--- src/rtl/ps2_rx_fifo.sv ---
// ps2_rx_fifo: PS/2 device-to-host receiver with input conditioning,
// 11-bit frame decoding (odd parity, stop bit, inter-edge timeout) and a
// byte FIFO presented on a valid/ready stream.
//
// Stream handshake: a byte transfers in every cycle where valid_o && ready_i
// are both high at the rising clock edge; data_o is stable while valid_o is
// high and no transfer occurs, and valid_o never drops without a transfer
// (except on reset).
module ps2_rx_fifo #(
  parameter int SYNC_STAGES    = 2,
  parameter int FILTER_LEN     = 8,
  parameter int TIMEOUT_CYCLES = 100000,
  parameter int FIFO_DEPTH     = 8
) (
  input  logic                          clk_i,
  input  logic                          reset_i,
  input  logic                          ps2_clk_async_i,
  input  logic                          ps2_data_async_i,
  output logic [7:0]                    data_o,
  output logic                          valid_o,
  input  logic                          ready_i,
  output logic [$clog2(FIFO_DEPTH):0]   count_o,
  output logic                          parity_err_o,
  output logic                          frame_err_o,
  output logic                          overflow_o,
  output logic [1:0]                    state_o
);

  typedef logic [7:0] byte_t;
  typedef enum logic [1:0] {S_IDLE, S_DATA, S_PARITY, S_STOP} state_t;

  localparam int AW  = $clog2(FIFO_DEPTH);
  localparam int PW  = AW + 1;
  localparam int FCW = $clog2(FILTER_LEN + 1);
  localparam int TCW = $clog2(TIMEOUT_CYCLES + 1);

  // Input conditioning
  logic [SYNC_STAGES-1:0] clk_sync_q;
  logic [SYNC_STAGES-1:0] data_sync_q;
  logic [1:0]             sync_w;   // [0] clock, [1] data
  logic [1:0]             filt_q;
  logic [FCW-1:0]         fcnt_q [2];
  logic                   filt_clk_prev_q;
  logic                   fall_w;
  logic                   din_w;

  // Frame decoder
  state_t      state_q, state_d;
  logic [2:0]  bit_cnt_q;
  byte_t       shift_q;
  logic        par_q;
  logic [TCW-1:0] tmo_q;
  logic        timeout_w;
  logic        push_req;
  logic        par_evt;
  logic        frm_evt;

  // FIFO
  byte_t       mem_q [FIFO_DEPTH];
  logic [PW-1:0] wr_q, rd_q;
  logic        pop_w;
  logic        do_push;
  logic        ovf_evt;

  // Shift the raw lines through the synchroniser chains; idle lines are high.
  always_ff @(posedge clk_i or posedge reset_i) begin
    if (reset_i) begin
      clk_sync_q  <= '1;
      data_sync_q <= '1;
    end else begin
      clk_sync_q  <= {clk_sync_q[SYNC_STAGES-2:0], ps2_clk_async_i};
      data_sync_q <= {data_sync_q[SYNC_STAGES-2:0], ps2_data_async_i};
    end
  end

  assign sync_w = {data_sync_q[SYNC_STAGES-1], clk_sync_q[SYNC_STAGES-1]};

  // Same filter on both lines keeps clock/data alignment intact.
  for (genvar gi = 0; gi < 2; gi++) begin : g_filt
    // Accept a new level only after FILTER_LEN consecutive mismatching cycles.
    always_ff @(posedge clk_i or posedge reset_i) begin
      if (reset_i) begin
        filt_q[gi] <= 1'b1;
        fcnt_q[gi] <= '0;
      end else if (sync_w[gi] != filt_q[gi]) begin
        if (fcnt_q[gi] == FCW'(FILTER_LEN - 1)) begin
          filt_q[gi] <= sync_w[gi];
          fcnt_q[gi] <= '0;
        end else begin
          fcnt_q[gi] <= fcnt_q[gi] + 1'b1;
        end
      end else begin
        fcnt_q[gi] <= '0;
      end
    end
  end

  // Remember the previous filtered clock for falling-edge detection.
  always_ff @(posedge clk_i or posedge reset_i) begin
    if (reset_i) filt_clk_prev_q <= 1'b1;
    else         filt_clk_prev_q <= filt_q[0];
  end

  assign fall_w = filt_clk_prev_q & ~filt_q[0];
  assign din_w  = filt_q[1];

  // Frame FSM state register.
  always_ff @(posedge clk_i or posedge reset_i) begin
    if (reset_i) state_q <= S_IDLE;
    else         state_q <= state_d;
  end

  assign timeout_w = (state_q != S_IDLE) && !fall_w &&
                     (tmo_q == TCW'(TIMEOUT_CYCLES - 1));

  // Next-state and frame events; a timeout wins over everything else.
  always_comb begin
    state_d  = state_q;
    push_req = 1'b0;
    par_evt  = 1'b0;
    frm_evt  = 1'b0;
    if (timeout_w) begin
      state_d = S_IDLE;
      frm_evt = 1'b1;
    end else if (fall_w) begin
      case (state_q)
        S_IDLE:   if (!din_w) state_d = S_DATA;
        S_DATA:   if (bit_cnt_q == 3'd7) state_d = S_PARITY;
        S_PARITY: begin
          if (par_q ^ din_w) begin
            state_d = S_STOP;
          end else begin
            state_d = S_IDLE;
            par_evt = 1'b1;
          end
        end
        S_STOP: begin
          state_d = S_IDLE;
          if (din_w) push_req = 1'b1;
          else       frm_evt  = 1'b1;
        end
        default:  state_d = S_IDLE;
      endcase
    end
  end

  // Shift register, bit counter, parity accumulator and inter-edge timer.
  always_ff @(posedge clk_i or posedge reset_i) begin
    if (reset_i) begin
      bit_cnt_q <= '0;
      shift_q   <= '0;
      par_q     <= 1'b0;
      tmo_q     <= '0;
    end else begin
      if (state_q == S_IDLE || fall_w) tmo_q <= '0;
      else                             tmo_q <= tmo_q + 1'b1;
      if (fall_w && !timeout_w) begin
        if (state_q == S_IDLE && !din_w) begin
          bit_cnt_q <= '0;
          par_q     <= 1'b0;
        end else if (state_q == S_DATA) begin
          shift_q   <= {din_w, shift_q[7:1]};
          par_q     <= par_q ^ din_w;
          bit_cnt_q <= bit_cnt_q + 1'b1;
        end
      end
    end
  end

  assign count_o = wr_q - rd_q;
  assign valid_o = (count_o != '0);
  assign pop_w   = valid_o & ready_i;
  assign do_push = push_req && ((count_o != PW'(FIFO_DEPTH)) || pop_w);
  assign ovf_evt = push_req && !do_push;
  assign data_o  = mem_q[rd_q[AW-1:0]];
  assign state_o = state_q;

  // FIFO storage and pointers; on a full push+pop the write reuses the freed slot.
  always_ff @(posedge clk_i or posedge reset_i) begin
    if (reset_i) begin
      wr_q <= '0;
      rd_q <= '0;
      for (int i = 0; i < FIFO_DEPTH; i++) mem_q[i] <= '0;
    end else begin
      if (do_push) begin
        mem_q[wr_q[AW-1:0]] <= shift_q;
        wr_q <= wr_q + 1'b1;
      end
      if (pop_w) rd_q <= rd_q + 1'b1;
    end
  end

  // Register error events into single-cycle pulses.
  always_ff @(posedge clk_i or posedge reset_i) begin
    if (reset_i) begin
      parity_err_o <= 1'b0;
      frame_err_o  <= 1'b0;
      overflow_o   <= 1'b0;
    end else begin
      parity_err_o <= par_evt;
      frame_err_o  <= frm_evt;
      overflow_o   <= ovf_evt;
    end
  end

endmodule

--- config.mk ---
export PLATFORM = sky130hd
export DESIGN_NAME = ps2_rx_fifo
export DESIGN_NICKNAME = d
export VERILOG_FILES = /design/src/rtl/ps2_rx_fifo.sv
export SDC_FILE = /design/constraint.sdc
export NUM_CORES = 1
export LEC_CHECK = 0
export ABC_CLOCK_PERIOD_IN_PS = 11200
export BUFFER_PORTS_ARGS = -buffer_cell sky130_fd_sc_hd__buf_2
export CELL_PAD_IN_SITES_DETAIL_PLACEMENT = 2
export CELL_PAD_IN_SITES_GLOBAL_PLACEMENT = 2
export CORE_ASPECT_RATIO = 2
export CORE_MARGIN = 2
export CORE_UTILIZATION = 46
export CTS_BUF_LIST = sky130_fd_sc_hd__clkbuf_4 sky130_fd_sc_hd__clkbuf_8 sky130_fd_sc_hd__clkbuf_16
export DETAILED_ROUTE_END_ITERATION = 8
export MAX_ROUTING_LAYER = met4
export PLACE_DENSITY_LB_ADDON = 0.12
export SETUP_SLACK_MARGIN = 0.15
export SYNTH_ARGS = -nofsm -noshare
export SYNTH_HDL_FRONTEND = slang
export SYNTH_SLANG_ARGS = --single-unit
--- constraint.sdc ---
create_clock -name clk_i -period 11.2 [get_ports clk_i]
set_clock_uncertainty 0.15 [all_clocks]
set_input_delay 0.56 -clock clk_i [delete_from_list [all_inputs] [get_ports clk_i]]
set_output_delay 0.56 -clock clk_i [all_outputs]
set_load 0.005 [all_outputs]
======== Word level (Yosys, flattened, before mapping) ========
Index checks and enable logic that the tools add are counted.
word-level totals
  bits in registers ....................... 121
  output and inout port bits .............. 18
  word-level logic and storage cells ...... 110
operators by class
  muxes and demuxes ....................... 33
  order comparisons ....................... 3
  add/subtract/negate cells ............... 7
  equal/unequal tests ..................... 12
  bitwise gates (word level) .............. 7
  reductions and logical operators ........ 23
operators by type and width
  cell                                                       number
  bitwise mux 64 bit                                         1
  binary-select mux 8 bit (select 3 bit)                     1
  demux 8 bit (select 3 bit)                                 1
  2-to-1 mux 8 bit                                           3
  adder 17 x 1 -> 17 bit (second input constant)             1
  equality test 17 bit (second input constant)               1
  2-to-1 mux 17 bit                                          1
  adder 4 x 1 -> 4 bit (second input constant)               4
  2-to-1 mux 4 bit                                           4
  2-to-1 mux 1 bit                                           14
  2-to-1 mux 2 bit                                           5
  equality test 4 x 3 -> 1 bit (second input constant)       2
  greater-or-equal comparator 4 bit (second input constant)  2
  inverter 3 -> 4 bit                                        2
  case mux 2 bit (4 select lines)                            1
  logical AND 1 bit                                          7
  2-to-1 mux 3 bit                                           2
  != test 3 bit (second input constant)                      2
  AND reduction 2 bit                                        3
  AND reduction 3 bit                                        2
  nonzero test 2 bit                                         3
  equality test 2 bit (second input constant)                2
  zero test 1 bit                                            4
  < comparator 4 x 1 -> 1 bit (second input constant)        1
  other kinds (12)                                           16

======== Logic depth before layout (Yosys ltp) ========
Gate-level depths: netlist of run 1.
  word-level depth ........................ 9
  gate-level depth with buffers ........... 11

======== Worst setup path after synthesis of run 1 ========
Ideal clock, no wire load.
  kind .................................... flip-flop to flip-flop
  start point ............................. register rd_q[1]
  end point ............................... register wr_q[1]
  path buffers ............................ 3
  required time ........................... 10925 ps
  arrival ................................. 3085 ps
  cell stages (with the launch flop) ...... 11
  setup slack ............................. 7840 ps
  setup time .............................. 125 ps
  period minus slack after synthesis ...... 3360 ps
  path through ............................ dfrtp_1 clkbuf_1 clkbuf_1 inv_1 fa_1 xor2_1 or3_4 or4b_1 buf_4 nand2_1 mux2_2
between the ends
  word-level cells in the longest chain between the ends .. 5
  elaborated cells between the ends (all ways) .. 6
  those cells by class .................... 1 x add/sub; 1 x eq/ne; 1 x bitwise; 3 x reduce/logical
ends and longest elaborated chain
  item                      line  text
  start: declaration        60    logic [PW-1:0] wr_q, rd_q;
  start signal: assignment  189   if (pop_w) rd_q <= rd_q + 1'b1;
  subtractor 4 bit (*)      170   assign count_o = wr_q - rd_q;
  via count_o[2]            22    output logic [$clog2(FIFO_DEPTH):0] count_o,
  nonzero test 4 bit        171   assign valid_o = (count_o != '0);
  AND 1 bit                 172   assign pop_w = valid_o & ready_i;
  logical OR 1 bit (*)      173   assign do_push = push_req && ((count_o != PW'(FIFO_DEPTH)) || pop_w);
  logical AND 1 bit (*)     173
  end signal: assignment    187   wr_q <= wr_q + 1'b1;
  end: declaration          60
The timed path passes the listed nets; every way through them passes the cells marked *.
A chain may end at the register's enable or synchronous reset.

======== Final worst setup path of run 1 ========
  start point ............................. register rd_q[1]
  end point ............................... register mem_q[55] (netlist bit)
between the ends
  word-level cells in the longest chain between the ends .. 5
  elaborated cells between the ends (all ways) .. 6
  those cells by class .................... 1 x add/sub; 1 x eq/ne; 1 x bitwise; 3 x reduce/logical
ends and longest elaborated chain
  item                            line  text
  subtractor 4 bit (*)            170
  nonzero test 4 bit              171
  AND 1 bit                       172
  logical OR 1 bit (*)            173
  logical AND 1 bit (*)           173
  end signal: indexed assignment  186   mem_q[wr_q[AW-1:0]] <= shift_q;
  end: declaration                59    byte_t mem_q [FIFO_DEPTH];
Every way passes the cells marked *; elsewhere a longest branch is shown, timed or not.

==> results.sh, run 1 <==
export IMPL_filler_cell_count=1155
export IMPL_worst_path_buf_inv=1
export IMPL_cts_clk_slew_worst_paths_ns=0.06
export IMPL_slowest_delay_ns=1.01
export IMPL_r2r_slack_ns=6.88
export IMPL_worstSetupPathType="flop to flop"
export IMPL_cap_viol_max_count=0
export IMPL_critPathArrivalTime_ns=4.48
export IMPL_syn_avg_cell_area_um2=12.5
export IMPL_start_util_pct=46.6
export IMPL_post_cts_buffers=0
export IMPL_antenna_found_initial=0
export IMPL_multiInputGateArea_mm2=0.00241
export IMPL_drc=0
export IMPL_crit_slowest_cell="dfrtp_1"
export IMPL_ys_flop_type="dfrtp_1"
export IMPL_fin_cells=634
export IMPL_critPathCaptureType="flop"
export IMPL_clk_path_buf_depth=2
export IMPL_grt_use_total_pct=28.8
export IMPL_grt_pass1_wl_mm=26.7
export IMPL_ys_warnings_count=0
export IMPL_synth_edf_count=0
export IMPL_synth_largest_area_cell="dfrtp_1"
export IMPL_top_level_ports=23
export IMPL_start_kind="flop"
export IMPL_cts_tree="yes"
export IMPL_cts_max_level=4
export IMPL_clock_fmax_mhz=232
export IMPL_drt_wl_total_mm=16.6
export IMPL_dieArea_mm2=0.0131
export IMPL_irDropWorstVdd_mv=0.124
export IMPL_ys_ff_latch=121
export IMPL_overflow=0
export IMPL_critPathMaxFanout=20
export IMPL_rows=57
export IMPL_numCtsBuffers=17
export IMPL_power_leakage_nw=2.77
export IMPL_synth_nets=462
export IMPL_cts_resized=0
export IMPL_required_ns=11.36
export IMPL_grt_pass1_vias=4522
export IMPL_ys_types=44
export IMPL_layout_min_cycle_time_ns=4.32
export IMPL_cts_hold_buf=0
export IMPL_use_met2_pct=46.7
export IMPL_synth_cells=446
export IMPL_fp_coreArea_mm2=0.0120
export IMPL_grt_busiest_layer="met2"
export IMPL_ys_top_cells_by_count="114 x dfrtp_1, 64 x o2bb2ai_1, 51 x nand2_1"
export IMPL_use_met3_pct=5.82
export IMPL_hp_class="primary input to asynchronous set/reset pin"
export IMPL_r2r_start="rd_q[1]"
export IMPL_grt_start_max_net_pins=85
export IMPL_ys_seq_area_share_pct=54.3
export IMPL_seqCellArea_mm2=0.00304
export IMPL_place_congestion=0.819
export IMPL_antenna_cells=0
export IMPL_dp_cells=602
export IMPL_drive_gt1_share_pct=22.6
export IMPL_wl_per_cell_um=26.2
export IMPL_dpl_hpwl_mm=9.99
export IMPL_cp_top_family="simple AND/OR/NAND/NOR gates"
export IMPL_slew_headroom_pct=24.0
export IMPL_status="complete, no violations"
export IMPL_tightest_slew_ns=1.14
export IMPL_hold_viol_final=0
export IMPL_num_vias=3862
export IMPL_yosysTopAreaCellShare_pct=51.0
export IMPL_ant_nets=0
export IMPL_finalCritPeriodShare_pct=38.6
export IMPL_yosys_cell_count_top_type="dfrtp_1"
export IMPL_crit_start="rd_q[1]"
export IMPL_path_cells="inv_1 > fa_1 > xor2_1 > or3_4 > or4b_1 > nand3_2 > o2bb2ai_1"
export IMPL_dieHeight_um=160
export IMPL_portBuffers=22
export IMPL_slew_violations=0
export IMPL_drt_initial_drc_count=252
export IMPL_cts_root_buf="clkbuf_16"
export IMPL_final_area_mm2=0.00641
export IMPL_place_area_mm2=0.00581
export IMPL_synth_area_mm2=0.00559
export IMPL_syn_to_final_growth_pct=14.7
export IMPL_setup_viol=0
export IMPL_firstDrtPassIters=4
export IMPL_cts_sinks=121
export IMPL_synthArstFlopShare_pct=100
export IMPL_met1_usage_pct=35.8
export IMPL_power_density_mw_per_mm2=199
export IMPL_vias_per_cell=6.09
export IMPL_nets=490
export IMPL_rsz0062_at_grt="no"
export IMPL_clkLatencyLatePin_ns=0.42
export IMPL_synth_area_leaders="dfrtp_1 51%, o2bb2ai_1 10%, mux4_2 6.4%, nand2_1 3.4%, dfstp_2 3.3%"
export IMPL_finalSetupTns_ns=0
export IMPL_die_w_um=81.9
-- per-stage QoR --
| step | util (%) | power [mW] | hold WS, ns | setup slack [ns] |
|---|---|---|---|---|
| 2_1_floorplan | - | 0.656 | 0.195 | 7.29 |
| 3_3_place_gp | 48.5 | 0.695 | 0.199 | 7.23 |
| 3_5_place_dp | 48.5 | 0.718 | 0.198 | 7.05 |
| 4_1_cts | 53.5 | 1.29 | 0.0299 | 6.92 |
| 5_1_grt | 53.5 | 1.33 | 0.0471 | 6.72 |
| 6_report | 53.5 | 1.27 | 0.0154 | 6.88 |
-- worst reg2reg max path, stage by stage (launching register included) --
cell and delay (ns):
dfrtp_1 1.01, inv_1 0.21, fa_1 0.46, xor2_1 0.25
or3_4 0.21, or4b_1 0.85, nand3_2 0.64, o2bb2ai_1 0.44
-- worst paths after layout --
check,to,depth (start not counted)
max in group asynchronous,mem_q[38],3
min in group clk_i,clk_sync_q[0],1
min reg2reg,clk_sync_q[1],0
min,frame_err_o,2
max reg2reg,mem_q[55],7
max,mem_q[55],7
-- metal layers --
metal | share of wire [%] | routed length (um)
met3 | 2.7 | 454
met4 | 2.3 | 382
met2 | 54 | 9030
met5 | 0 | 0
met1 | 41 | 6730
-- power by group --
| group | switching, mW | leakage, nW | internal [mW] | total [mW] |
|---|---|---|---|---|
| logic | 0.120 | 0.858 | 0.0791 | 0.199 |
| clock network | 0.217 | 0.274 | 0.341 | 0.558 |
| registers | 0.0410 | 1.64 | 0.477 | 0.518 |
-- cell families after synthesis --
| group | Yosys count | share of synthesized area, % |
|---|---|---|
| flops | 121 | 54.3 |
| buf+inv | 27 | 2.53 |
| mux | 28 | 8.87 |
| xor+xnor | 28 | 4.39 |
| simple gates | 148 | 15.0 |
| compound gates | 83 | 12.2 |
| fa+ha+maj | 11 | 2.60 |
-- flip-flops by register name, indices dropped and copies added (netlist names) --
register and count:
frame_err_o 1, filt_q 1, par_q 1, bit_cnt_q 3, shift_q 8, state_o 2, rd_q 4, parity_err_o 1
fcnt_q 8, filt_clk_prev_q 1, overflow_o 1, din_w 1, clk_sync_q 2, tmo_q 17, mem_q 64, wr_q 4
data_sync_q 2
-- placed cells by master, fill, tap and decap left out, drive strengths merged, types with 2 or more instances in the layout --
cell type and n:
a22o 3, nand4b 4, mux4 16, clkinvlp 6, bufinv 2, xor2 12
o211ai 3, a21oi 5, o21ai 5, inv 11, nor3 9, dfrtp 114
clkinv 4, o2bb2ai 64, or2 2, and3 2, nand2 51, nor2 34
ha 10, nor4 3, clkbuf 19, xnor2 16, nand3 15, nand2b 9
nand4 7, dfstp 7, mux2 12, buf 26, nor2b 5
-- cell type report --
class                           instances  share of cell area [%]
Sequential cell                       121                    47.4
Multi-Input combinational cell        298                    37.6
Clock buffer                           19                    7.06
Tap cell                              147                    2.87
Clock inverter                         13                    2.26
Timing Repair Buffer                   26                    2.19
Inverter                               10                   0.624
Power figures use the tool's default switching activity.
==> inputs of run 2 (changes only) <==
--- a/config.mk
+++ b/config.mk
@@ -5,13 +5,13 @@
 export SDC_FILE = /design/constraint.sdc
 export NUM_CORES = 1
 export LEC_CHECK = 0
-export ABC_CLOCK_PERIOD_IN_PS = 11200
+export ABC_CLOCK_PERIOD_IN_PS = 4050
 export BUFFER_PORTS_ARGS = -buffer_cell sky130_fd_sc_hd__buf_2
 export CELL_PAD_IN_SITES_DETAIL_PLACEMENT = 2
 export CELL_PAD_IN_SITES_GLOBAL_PLACEMENT = 2
 export CORE_ASPECT_RATIO = 2
 export CORE_MARGIN = 2
-export CORE_UTILIZATION = 46
+export CORE_UTILIZATION = 43
 export CTS_BUF_LIST = sky130_fd_sc_hd__clkbuf_4 sky130_fd_sc_hd__clkbuf_8 sky130_fd_sc_hd__clkbuf_16
 export DETAILED_ROUTE_END_ITERATION = 8
 export MAX_ROUTING_LAYER = met4
==> constraint.sdc (replaced) <==
create_clock -name clk_i -period 4.05 [get_ports clk_i]
set_clock_uncertainty 0.15 [all_clocks]
set_input_delay 0.2025 -clock clk_i [delete_from_list [all_inputs] [get_ports clk_i]]
set_output_delay 0.2025 -clock clk_i [all_outputs]
set_load 0.005 [all_outputs]
==> run 2 against run 1 <==
Effect of this change: sequential power grew to 2.7 times the previous value; sequential cell count stayed put; routed wire length fell by 3.8%; largest power group unchanged; design area increased by 1.8%; hold slack improved by 0.19 ns; power grew to 2.8 times the previous value; via count is 0.18% lower; die area is 6.7% higher; non-clock buffer count increased by 10.
==> results.sh, run 2 (synthesis results as in run 1) <==
export IMPL_status="complete, no violations"
export IMPL_cts_tree="yes"
export IMPL_cts_max_level=4
export IMPL_syn_to_final_growth_pct=16.7
export IMPL_cts_clk_slew_worst_paths_ns=0.06
export IMPL_rsz0062_at_grt="no"
export IMPL_die_w_um=84.6
export IMPL_dieArea_mm2=0.0140
export IMPL_power_density_mw_per_mm2=546
export IMPL_fp_coreArea_mm2=0.0128
export IMPL_num_vias=3855
export IMPL_antenna_cells=0
export IMPL_rows=59
export IMPL_overflow=0
export IMPL_critPathMaxFanout=16
export IMPL_start_util_pct=43.5
export IMPL_clkPwrFrac_pct=44.7
export IMPL_top_level_ports=23
export IMPL_drive_gt1_share_pct=23.3
export IMPL_largest_register_ffs=64
export IMPL_switching_share_pct=28.4
export IMPL_slowest_delay_ns=0.94
export IMPL_worstSetupPathType="flop to flop"
export IMPL_p_int_mw=2.55
export IMPL_r2r_slack_ns=0.36
export IMPL_ant_nets=0
export IMPL_grt_pass1_wl_mm=26.0
export IMPL_largest_register="mem_q"
export IMPL_grt_pass1_vias=4377
export IMPL_cts_sinks=121
export IMPL_tightest_slew_ns=1.01
export IMPL_cts_root_buf="clkbuf_16"
export IMPL_reg_top3="mem_q: 64 flops, tmo_q: 17 flops"
export IMPL_setup_viol=0
export IMPL_path_cells="inv_1 > ha_1 > inv_1 > fa_1 > xor2_1 > or3_4 > or4b_1 > nand3_2 > o2bb2ai_1"
export IMPL_vias_per_cell=5.94
export IMPL_critPathCaptureType="flop"
export IMPL_cts_resized=0
export IMPL_firstDrtPassIters=4
export IMPL_fin_util_pct=50.8
export IMPL_cts_hold_buf=4
export IMPL_wl_per_cell_um=24.6
export IMPL_finalCritPeriodShare_pct=91.1
export IMPL_power_leakage_nw=2.84
export IMPL_place_congestion=0.762
export IMPL_nets=500
export IMPL_drt_initial_drc_count=237
export IMPL_drt_wl_total_mm=16.0
export IMPL_dieHeight_um=165
export IMPL_hold_viol_final=0
export IMPL_antenna_found_initial=0
export IMPL_slew_headroom_pct=32.5
export IMPL_worst_path_buf_inv=2
export IMPL_combinationalPowerShare_pct=15.3
export IMPL_slew_violations=0
export IMPL_cap_viol_max_count=0
export IMPL_start_kind="flop"
export IMPL_numCtsBuffers=17
export IMPL_irDropWorstVdd_mv=0.348
export IMPL_critPathArrivalTime_ns=3.81
export IMPL_clk_path_buf_depth=2
export IMPL_filler_cell_count=1264
export IMPL_seq_power_share_pct=40.0
export IMPL_dpl_hpwl_mm=9.75
export IMPL_layout_min_cycle_time_ns=3.69
export IMPL_cp_top_family="simple AND/OR/NAND/NOR gates"
export IMPL_finalSetupTns_ns=0
export IMPL_portBuffers=22
export IMPL_clkLatencyLatePin_ns=0.42
export IMPL_post_cts_buffers=0
export IMPL_required_ns=4.17
export IMPL_switchingPower_mw=1.01
export IMPL_clock_fmax_mhz=271
export IMPL_hp_class="flop to flop"
export IMPL_final_cell_mix="114 x dfrtp_1, 64 x o2bb2ai_1, 51 x nand2_1, 33 x nor2_1, 22 x buf_2"
export IMPL_crit_slowest_cell="or4b_1"
export IMPL_grt_use_total_pct=25.5
export IMPL_critPathMostFrequentCell="inv_1"
export IMPL_drc=0
export IMPL_grt_start_max_net_pins=69
export IMPL_layout_commonest_cell="dfrtp_1"
==> run 2: per-stage QoR <==
step	setup WS, ns	std cells	cell area (um^2)	hold WS (ns)	power (mW)
final	0.360	649	6530	0.206	3.56
after global routing	0.210	649	6530	0.214	3.74
after CTS	0.378	649	6530	0.208	3.61
after detailed placement	0.395	613	5870	0.166	1.99
after global placement	0.580	613	5870	0.161	1.94
after floorplan	0.495	446	5590	0.0570	1.81
==> run 2: power groups by stage <==
stage / logic (mW) / clock network, mW / registers (mW)
6_report: 0.547 / 1.59 / 1.42
5_1_grt: 0.625 / 1.68 / 1.44
4_1_cts: 0.564 / 1.62 / 1.42
3_5_place_dp: 0.545 / 0 / 1.44
3_3_place_gp: 0.505 / 0 / 1.43
2_1_floorplan: 0.406 / 0 / 1.41
==> run 2: final cells by class <==
cell class	count	area, um^2	area share (%)
clock buffer	19	453	6.94
clock inverter	13	166	2.55
inverter	10	40.0	0.614
multi-input combinational	298	2410	37.0
sequential	121	3040	46.5
tap	152	190	2.91
timing repair buffer	36	225	3.45
==> run 2: path summary, 6_finish.rpt <==
check                              start             to  depth (start not counted)
setup / recovery                 wr_q[0]       mem_q[7]                          9
hold / removal             clk_sync_q[0]  clk_sync_q[1]                          0
setup reg to reg                 wr_q[0]       mem_q[7]                          9
hold reg to reg            clk_sync_q[0]  clk_sync_q[1]                          0
max in group asynchronous        reset_i       mem_q[7]                          4
min in group asynchronous        reset_i      fcnt_q[0]                          3
==> run 2: per-layer routing <==
metal	GRT usage (%)	share of wire, %	up-vias
met5	-	0	-
met4	8.08	1.6	0
met3	4.62	2.3	22
met2	43.4	55	56
met1	30.7	42	2062
li1	-	-	1715
